==> src/rtl/relogio_ajuste_ctrl.sv <==
// Clock-setting controller: RUN -> SET_H -> SET_M -> RUN on btn_mode, with hour/minute increment
// pulses, blink blanking and an idle timeout. Optional hold-to-repeat with macro RELOGIO_AUTO_REPEAT_EN.
module relogio_ajuste_ctrl #(
  parameter int HOLD_TICKS   = 50,
  parameter int REPEAT_TICKS = 10,
  parameter int TIMEOUT_S    = 30
) (
  input  logic       clock,
  input  logic       reset,
  input  logic       enable1hz,
  input  logic       tick_100hz,
  input  logic       btn_mode,
  input  logic       btn_inc,
  output logic       run_en,
  output logic       inc_h,
  output logic       inc_m,
  output logic       zero_sec,
  output logic [1:0] mode,
  output logic       blank_h,
  output logic       blank_m
);
  typedef enum logic [1:0] {RUN = 2'd0, SET_H = 2'd1, SET_M = 2'd2} state_t;

  localparam int IW = $clog2(TIMEOUT_S + 1);

  state_t         state, state_nx;
  logic [2:0]     mode_sync, inc_sync;  // [1:0] synchronizer, [2] previous sample for edge detect
  logic           mode_rise, inc_rise, in_set, timeout, rep_fire;
  logic           inc_h_nx, inc_m_nx, zero_nx;
  logic [IW-1:0]  idle_cnt;
  logic           blink_phase;

  always_ff @(posedge clock) begin
    if (reset) begin
      mode_sync <= '0;
      inc_sync  <= '0;
    end else begin
      mode_sync <= {mode_sync[1:0], btn_mode};
      inc_sync  <= {inc_sync[1:0], btn_inc};
    end
  end

  assign mode_rise = mode_sync[1] & ~mode_sync[2];
  assign inc_rise  = inc_sync[1] & ~inc_sync[2];
  assign in_set    = (state != RUN);
  assign timeout   = in_set & enable1hz & (idle_cnt == IW'(TIMEOUT_S - 1));

`ifdef RELOGIO_AUTO_REPEAT_EN
  localparam int RMAX = (HOLD_TICKS > REPEAT_TICKS) ? HOLD_TICKS : REPEAT_TICKS;
  localparam int CW   = $clog2(RMAX + 1);

  logic [CW-1:0] rep_cnt;
  logic          rep_phase, rep_run, rep_last;

  // Any release or state change drops the counter back to the initial hold delay.
  assign rep_run  = in_set & inc_sync[1] & ~mode_rise & ~timeout;
  assign rep_last = rep_phase ? (rep_cnt == CW'(REPEAT_TICKS - 1))
                              : (rep_cnt == CW'(HOLD_TICKS - 1));
  assign rep_fire = rep_run & tick_100hz & rep_last;

  always_ff @(posedge clock) begin
    if (reset || !rep_run) begin
      rep_cnt   <= '0;
      rep_phase <= 1'b0;
    end else if (tick_100hz) begin
      if (rep_last) begin
        rep_cnt   <= '0;
        rep_phase <= 1'b1;
      end else begin
        rep_cnt <= rep_cnt + CW'(1);
      end
    end
  end
`else
  logic unused_tick;
  assign unused_tick = tick_100hz;
  assign rep_fire    = 1'b0;
`endif

  always_comb begin
    state_nx = state;
    inc_h_nx = 1'b0;
    inc_m_nx = 1'b0;
    zero_nx  = 1'b0;
    if (mode_rise) begin
      // A simultaneous inc edge is dropped here on purpose.
      case (state)
        RUN:     state_nx = SET_H;
        SET_H:   state_nx = SET_M;
        default: begin
          state_nx = RUN;
          zero_nx  = 1'b1;
        end
      endcase
    end else if (timeout) begin
      state_nx = RUN;
    end else if (in_set && (inc_rise || rep_fire)) begin
      inc_h_nx = (state == SET_H);
      inc_m_nx = (state == SET_M);
    end
  end

  always_ff @(posedge clock) begin
    if (reset) begin
      state    <= RUN;
      inc_h    <= 1'b0;
      inc_m    <= 1'b0;
      zero_sec <= 1'b0;
    end else begin
      state    <= state_nx;
      inc_h    <= inc_h_nx;
      inc_m    <= inc_m_nx;
      zero_sec <= zero_nx;
    end
  end

  always_ff @(posedge clock) begin
    if (reset || !in_set || mode_rise || inc_rise || timeout)
      idle_cnt <= '0;
    else if (enable1hz)
      idle_cnt <= idle_cnt + IW'(1);
  end

  // mode_rise covers both entry into a set state and leaving one.
  always_ff @(posedge clock) begin
    if (reset || !in_set || mode_rise)
      blink_phase <= 1'b0;
    else if (enable1hz)
      blink_phase <= ~blink_phase;
  end

  assign run_en  = (state == RUN);
  assign mode    = state;
  assign blank_h = (state == SET_H) & blink_phase;
  assign blank_m = (state == SET_M) & blink_phase;
endmodule

==> config.mk <==
export PLATFORM = sky130hd
export DESIGN_NAME = relogio_ajuste_ctrl
export DESIGN_NICKNAME = d
export VERILOG_FILES = /design/src/rtl/relogio_ajuste_ctrl.sv
export SDC_FILE = /design/constraint.sdc
export NUM_CORES = 1
export LEC_CHECK = 0
export ABC_AREA = 1
export BUFFER_PORTS_ARGS = -buffer_cell sky130_fd_sc_hd__buf_4
export CAP_MARGIN = 40
export CORE_MARGIN = 4
export CORE_UTILIZATION = 50
export CTS_BUF_LIST = sky130_fd_sc_hd__clkbuf_4 sky130_fd_sc_hd__clkbuf_8
export DETAILED_ROUTE_END_ITERATION = 10
export HOLD_SLACK_MARGIN = 0.1
export PLACE_DENSITY = 0.73
export SYNTH_ARGS = -nofsm -noshare
export SYNTH_HDL_FRONTEND = slang
export SYNTH_SLANG_ARGS = --single-unit
==> constraint.sdc <==
create_clock -name clock -period 2.5 [get_ports clock]
set_input_delay 0.375 -clock clock [delete_from_list [all_inputs] [get_ports clock]]
set_output_delay 0.375 -clock clock [all_outputs]
set_load 0.01 [all_outputs]
### Yosys cells after proc, flatten, opt, wreduce, memory -nomap -nowiden

Index checks and enable logic that the tools add are counted.

* register bits: 17
* bits of input ports: 6
* output and inout port bits: 8
* word-level logic and storage cells: 39

* add/sub/neg operators: 1
* equality and inequality tests: 3
* muxes and demuxes: 4
* bitwise logic cells: 11
* reductions and logical operators: 12

Operator list (number)
* $and A1 B1 Y1: 6
* $add A5 B1 Y5 const B: 1
* $eq A5 B5 Y1 const B: 1
* $not A1 Y1: 5
* $logic_or A1 B1 Y1: 4
* $mux W2: 2
* $pmux W2 S2: 1
* $reduce_bool A2 Y1: 2
* $reduce_or A2 Y1: 2
* $reduce_or A4 Y1: 1
* $eq A2 B1 Y1 const B: 1
* $eq A2 B2 Y1 const B: 1
* $logic_not A2 Y1: 1
* $logic_and A1 B1 Y1: 1
* $logic_not A1 Y1: 1
* $mux W1: 1

### Depth between registers and ports, before layout

* depth after elaboration: 6
* depth in mapped cells: 7
* depth with buffers taken out: 7

### Worst setup path before layout

OpenSTA, ideal clock, no wires.

* kind: register to output
* start point: reg state[1] (netlist: mode[1])
* end point: out blank_m
* arrival: 967 ps
* slack: 1158 ps
* cell stages (with the launch flop): 4
* path through: dfxtp_1 inv_1 or2_2 nor2_1

* longest elaborated chain between the ends: 2

RTL lines
* start: declaration: line 26 `state_t state, state_nx;`
* start signal: assignment: line 110 `state <= state_nx;`
* $eq A2 B2 Y1: line 135 `assign blank_m = (state == SET_M) & blink_phase;`
* $and A1 B1 Y1: line 135
* end: declaration: line 20 `output logic blank_m`

No other way between the ends.

### Worst setup path in the final report

Ends and elaborated chain as after synthesis.

==> impl_metrics.py <==
metrics = {
    "placed_design": {
        "portBuffers": 12,
        "placed_area_um2": 776,
        "dpl.hpwl_um": 753,
        "place_congestion": 0.716,
    },
    "drt": {
        "drtAntennaViolNets": 0,
        "routedWlPerCell_um": 8.71,
        "viasPerCell": 4.40,
        "vias": 493,
        "wirelength_um": 975,
        "firstDrtPassIters": 3,
        "initialDrtViolationCount": 3,
        "drc": 0,
    },
    "worst_setup_path": {
        "critPathSlowestCell": "dfxtp_1",
        "worstPathRequired_ns": 2.12,
        "criticalPathCategory": "register to primary output",
        "crit_path_start_kind": "register",
        "cp_max_fo": 4,
        "r2r-start": "idle_cnt[0]",
        "cp-startpoint": "mode[1]",
        "crit_end": "blank_m",
        "path_delay_family": "flip-flops",
        "end_kind": "primary output",
        "crit_cells": 4,
        "r2r_slack_ns": 1.41,
        "arrival_ns": 1.29,
        "ff2ff_path_depth": 6,
        "cpPeakStageDelay_ns": 0.42,
        "r2r_end": "idle_cnt[4]",
        "worstPathCellList": "inv_1 -> or2_2 -> nor2_1 -> buf_4",
        "cp_num_buf_inv": 2,
    },
    "final_layout": {
        "final.fill_count": 122,
        "n_antenna_cell": 0,
        "design_area_um2": 806,
        "nets": 106,
        "drive_gt1_share_pct": 24.7,
        "synthToLayoutAreaGrowth_pct": 17.5,
    },
    "pwr": {
        "power_density_mw_per_mm2": 584,
        "ir_drop_uv": 305,
        "p_leak_uw": 0.000349,
    },
    "clock_tree": {
        "ctsLongestPathBuffers": 2,
        "numClockSinks": 17,
        "cts_made_buffers": 3,
        "post-cts-setup-buffer-count": 0,
        "cts_root_buf": "clkbuf_4",
        "h-tree-depth": 1,
        "clkSlewWorstSetupHoldPaths_ns": 0.09,
        "clkLatencyLatePin_ns": 0.28,
        "cts-resized-gates": 0,
        "cts_hold_buf": 0,
        "tritoncts": "yes",
    },
    "yosys": {
        "ys_ff_latch": 17,
        "synth_cells": 83,
        "synth_warnings": 0,
        "syn_nets": 91,
        "ys_types": 20,
        "synth_area_per_cell_um2": 8.26,
        "synthesis.area_um2": 686,
        "yosysSeqAreaShare_pct": 49.6,
    },
    "timing": {
        "skew_ns": 0.00394,
        "fin_crit_ns": 1.66,
        "rsz0062_at_grt": "no",
        "hold_viol": 0,
        "setup_viol": 0,
        "fmax_ghz": 0.601,
        "worstMarginPinSlew_ns": 0.200,
        "totalNegativeSetupSlack_ns": 0,
        "finalCritPeriodShare_pct": 66.6,
        "relSlewSlack_pct": 86.6,
        "slew_violations": 0,
    },
    "status": {
        "status": "finished, final reports clean",
    },
    "floorplanning": {
        "die_h_um": 45.0,
        "io_pins": 14,
        "initial_utilization_pct": 52.7,
        "fp.dieW_um": 45.0,
        "core_area_mm2": 0.00130,
        "std_cell_rows": 13,
        "dieArea_mm2": 0.00203,
    },
    "global_route": {
        "grt_usage_pct": 11.7,
        "antenna_found_initial": 0,
        "grt_start_max_net_pins": 10,
        "grt_pass1_vias": 449,
        "gr-total-overflow": 0,
        "met3_usage_pct": 3.59,
        "use_met1_pct": 12.8,
        "grt_first_pass_wirelength_um": 1730,
        "gr-usage-met2_pct": 20.3,
        "busiest_layer": "met2",
    },
    "worst_hold_path": {
        "min_path_type": "input pin to register",
    },
    "job": {
        "cap_violations": 0,
    },
}
-- worst min-delay path, delay by kind of cell --
family | cells | cell delay, ns
buffers and inverters | 2 | 0.11
and+or+nand+nor | 1 | 0.07
-- state kept, by name, summed over array words and instances, names as in the netlist --
name         flops
zero_sec         1
inc_sync         3
inc_m            1
idle_cnt         5
inc_h            1
mode_sync        3
mode             2
blink_phase      1
-- area by class of cell --
class,instances,area (um2),area share [%]
well taps,15,18.8,2.33
inverters,15,56.3,6.99
multi-input cells,49,270,33.5
clock buffers,4,30.0,3.73
flip-flops and latches,17,340,42.2
repair buffers,12,90.1,11.2
-- cells in the final DEF, fill, tap and decap left out, drive strengths merged --
| cell type | instances |
|---|---|
| ha | 2 |
| mux2i | 1 |
| or2 | 2 |
| nor2 | 21 |
| dfxtp | 17 |
| xor2 | 1 |
| xnor2 | 4 |
| nand2 | 10 |
| nand3b | 1 |
| o21ai | 2 |
| nand3 | 1 |
| nor3 | 2 |
| inv | 15 |
| buf | 12 |
| clkbuf | 4 |
| a21oi | 2 |
-- Yosys cell counts, drive strengths merged --
| cell | instances | area share (%) |
|---|---|---|
| nand3b | 1 | 1.1 |
| xnor2 | 4 | 5.1 |
| nand2 | 10 | 6.2 |
| a21oi | 2 | 1.5 |
| dfxtp | 17 | 50 |
| inv | 15 | 8.2 |
| buf | 2 | 2.7 |
| o21ai | 2 | 1.5 |
| or2 | 2 | 1.8 |
| xor2 | 1 | 1.3 |
| ha | 2 | 3.6 |
| mux2i | 1 | 1.5 |
| nor3 | 2 | 1.5 |
| nand3 | 1 | 1.5 |
| nor2 | 21 | 13 |
-- per-stage QoR --
stage	instances	hold slack [ns]	utilization, %	total power [uW]	setup WS (ns)
5_1_grt	112	0.304	61.9	494	0.742
3_5_place_dp	108	0.394	59.6	326	1.14
2_1_floorplan	83	0.388	-	314	1.16
6_report	112	0.293	61.9	470	0.836
4_1_cts	112	0.292	61.9	476	0.821
3_3_place_gp	108	0.389	59.6	325	1.15
-- worst min path at each step --
stage	from	end	slack [ns]	cells after the start
final	btn_inc	inc_sync[0]	0.29	3
after CTS	btn_mode	mode_sync[0]	0.29	3
after floorplan	inc_sync[0]	inc_sync[1]	0.39	2
after global routing	reset	inc_sync[1]	0.30	2
after detailed placement	mode_sync[0]	mode_sync[1]	0.39	2
after global placement	inc_sync[0]	inc_sync[1]	0.39	2
-- cell families (layout without fill, tap and decap cells) --
| group | Yosys count | in the layout | synth area share, % |
|---|---|---|---|
| AO/OA/AOI/OAI | 4 | 4 | 2.92 |
| XOR/XNOR | 5 | 5 | 6.39 |
| adder cells (fa/ha/maj) | 2 | 2 | 3.65 |
| buffers and inverters | 17 | 31 | 10.9 |
| flip-flops | 17 | 17 | 49.6 |
| multiplexers | 1 | 1 | 1.46 |
| AND/OR/NAND/NOR | 37 | 37 | 25.0 |
-- report_power, final --
part | switching, uW | internal, uW | total, uW
Sequential | 4.48 | 277 | 282
Combinational | 20.0 | 17.4 | 37.4
Clock | 78.3 | 72.7 | 151
-- per-layer routing --
| metal | share of wire [%] | up-vias | routed length, um |
|---|---|---|---|
| met5 | 0 | - | 0 |
| met3 | 8.7 | 2 | 85 |
| met2 | 44 | 13 | 431 |
| met4 | 1.2 | 0 | 12 |
| li1 | - | 271 | - |
| met1 | 46 | 207 | 445 |
Power figures use the tool's default switching activity.
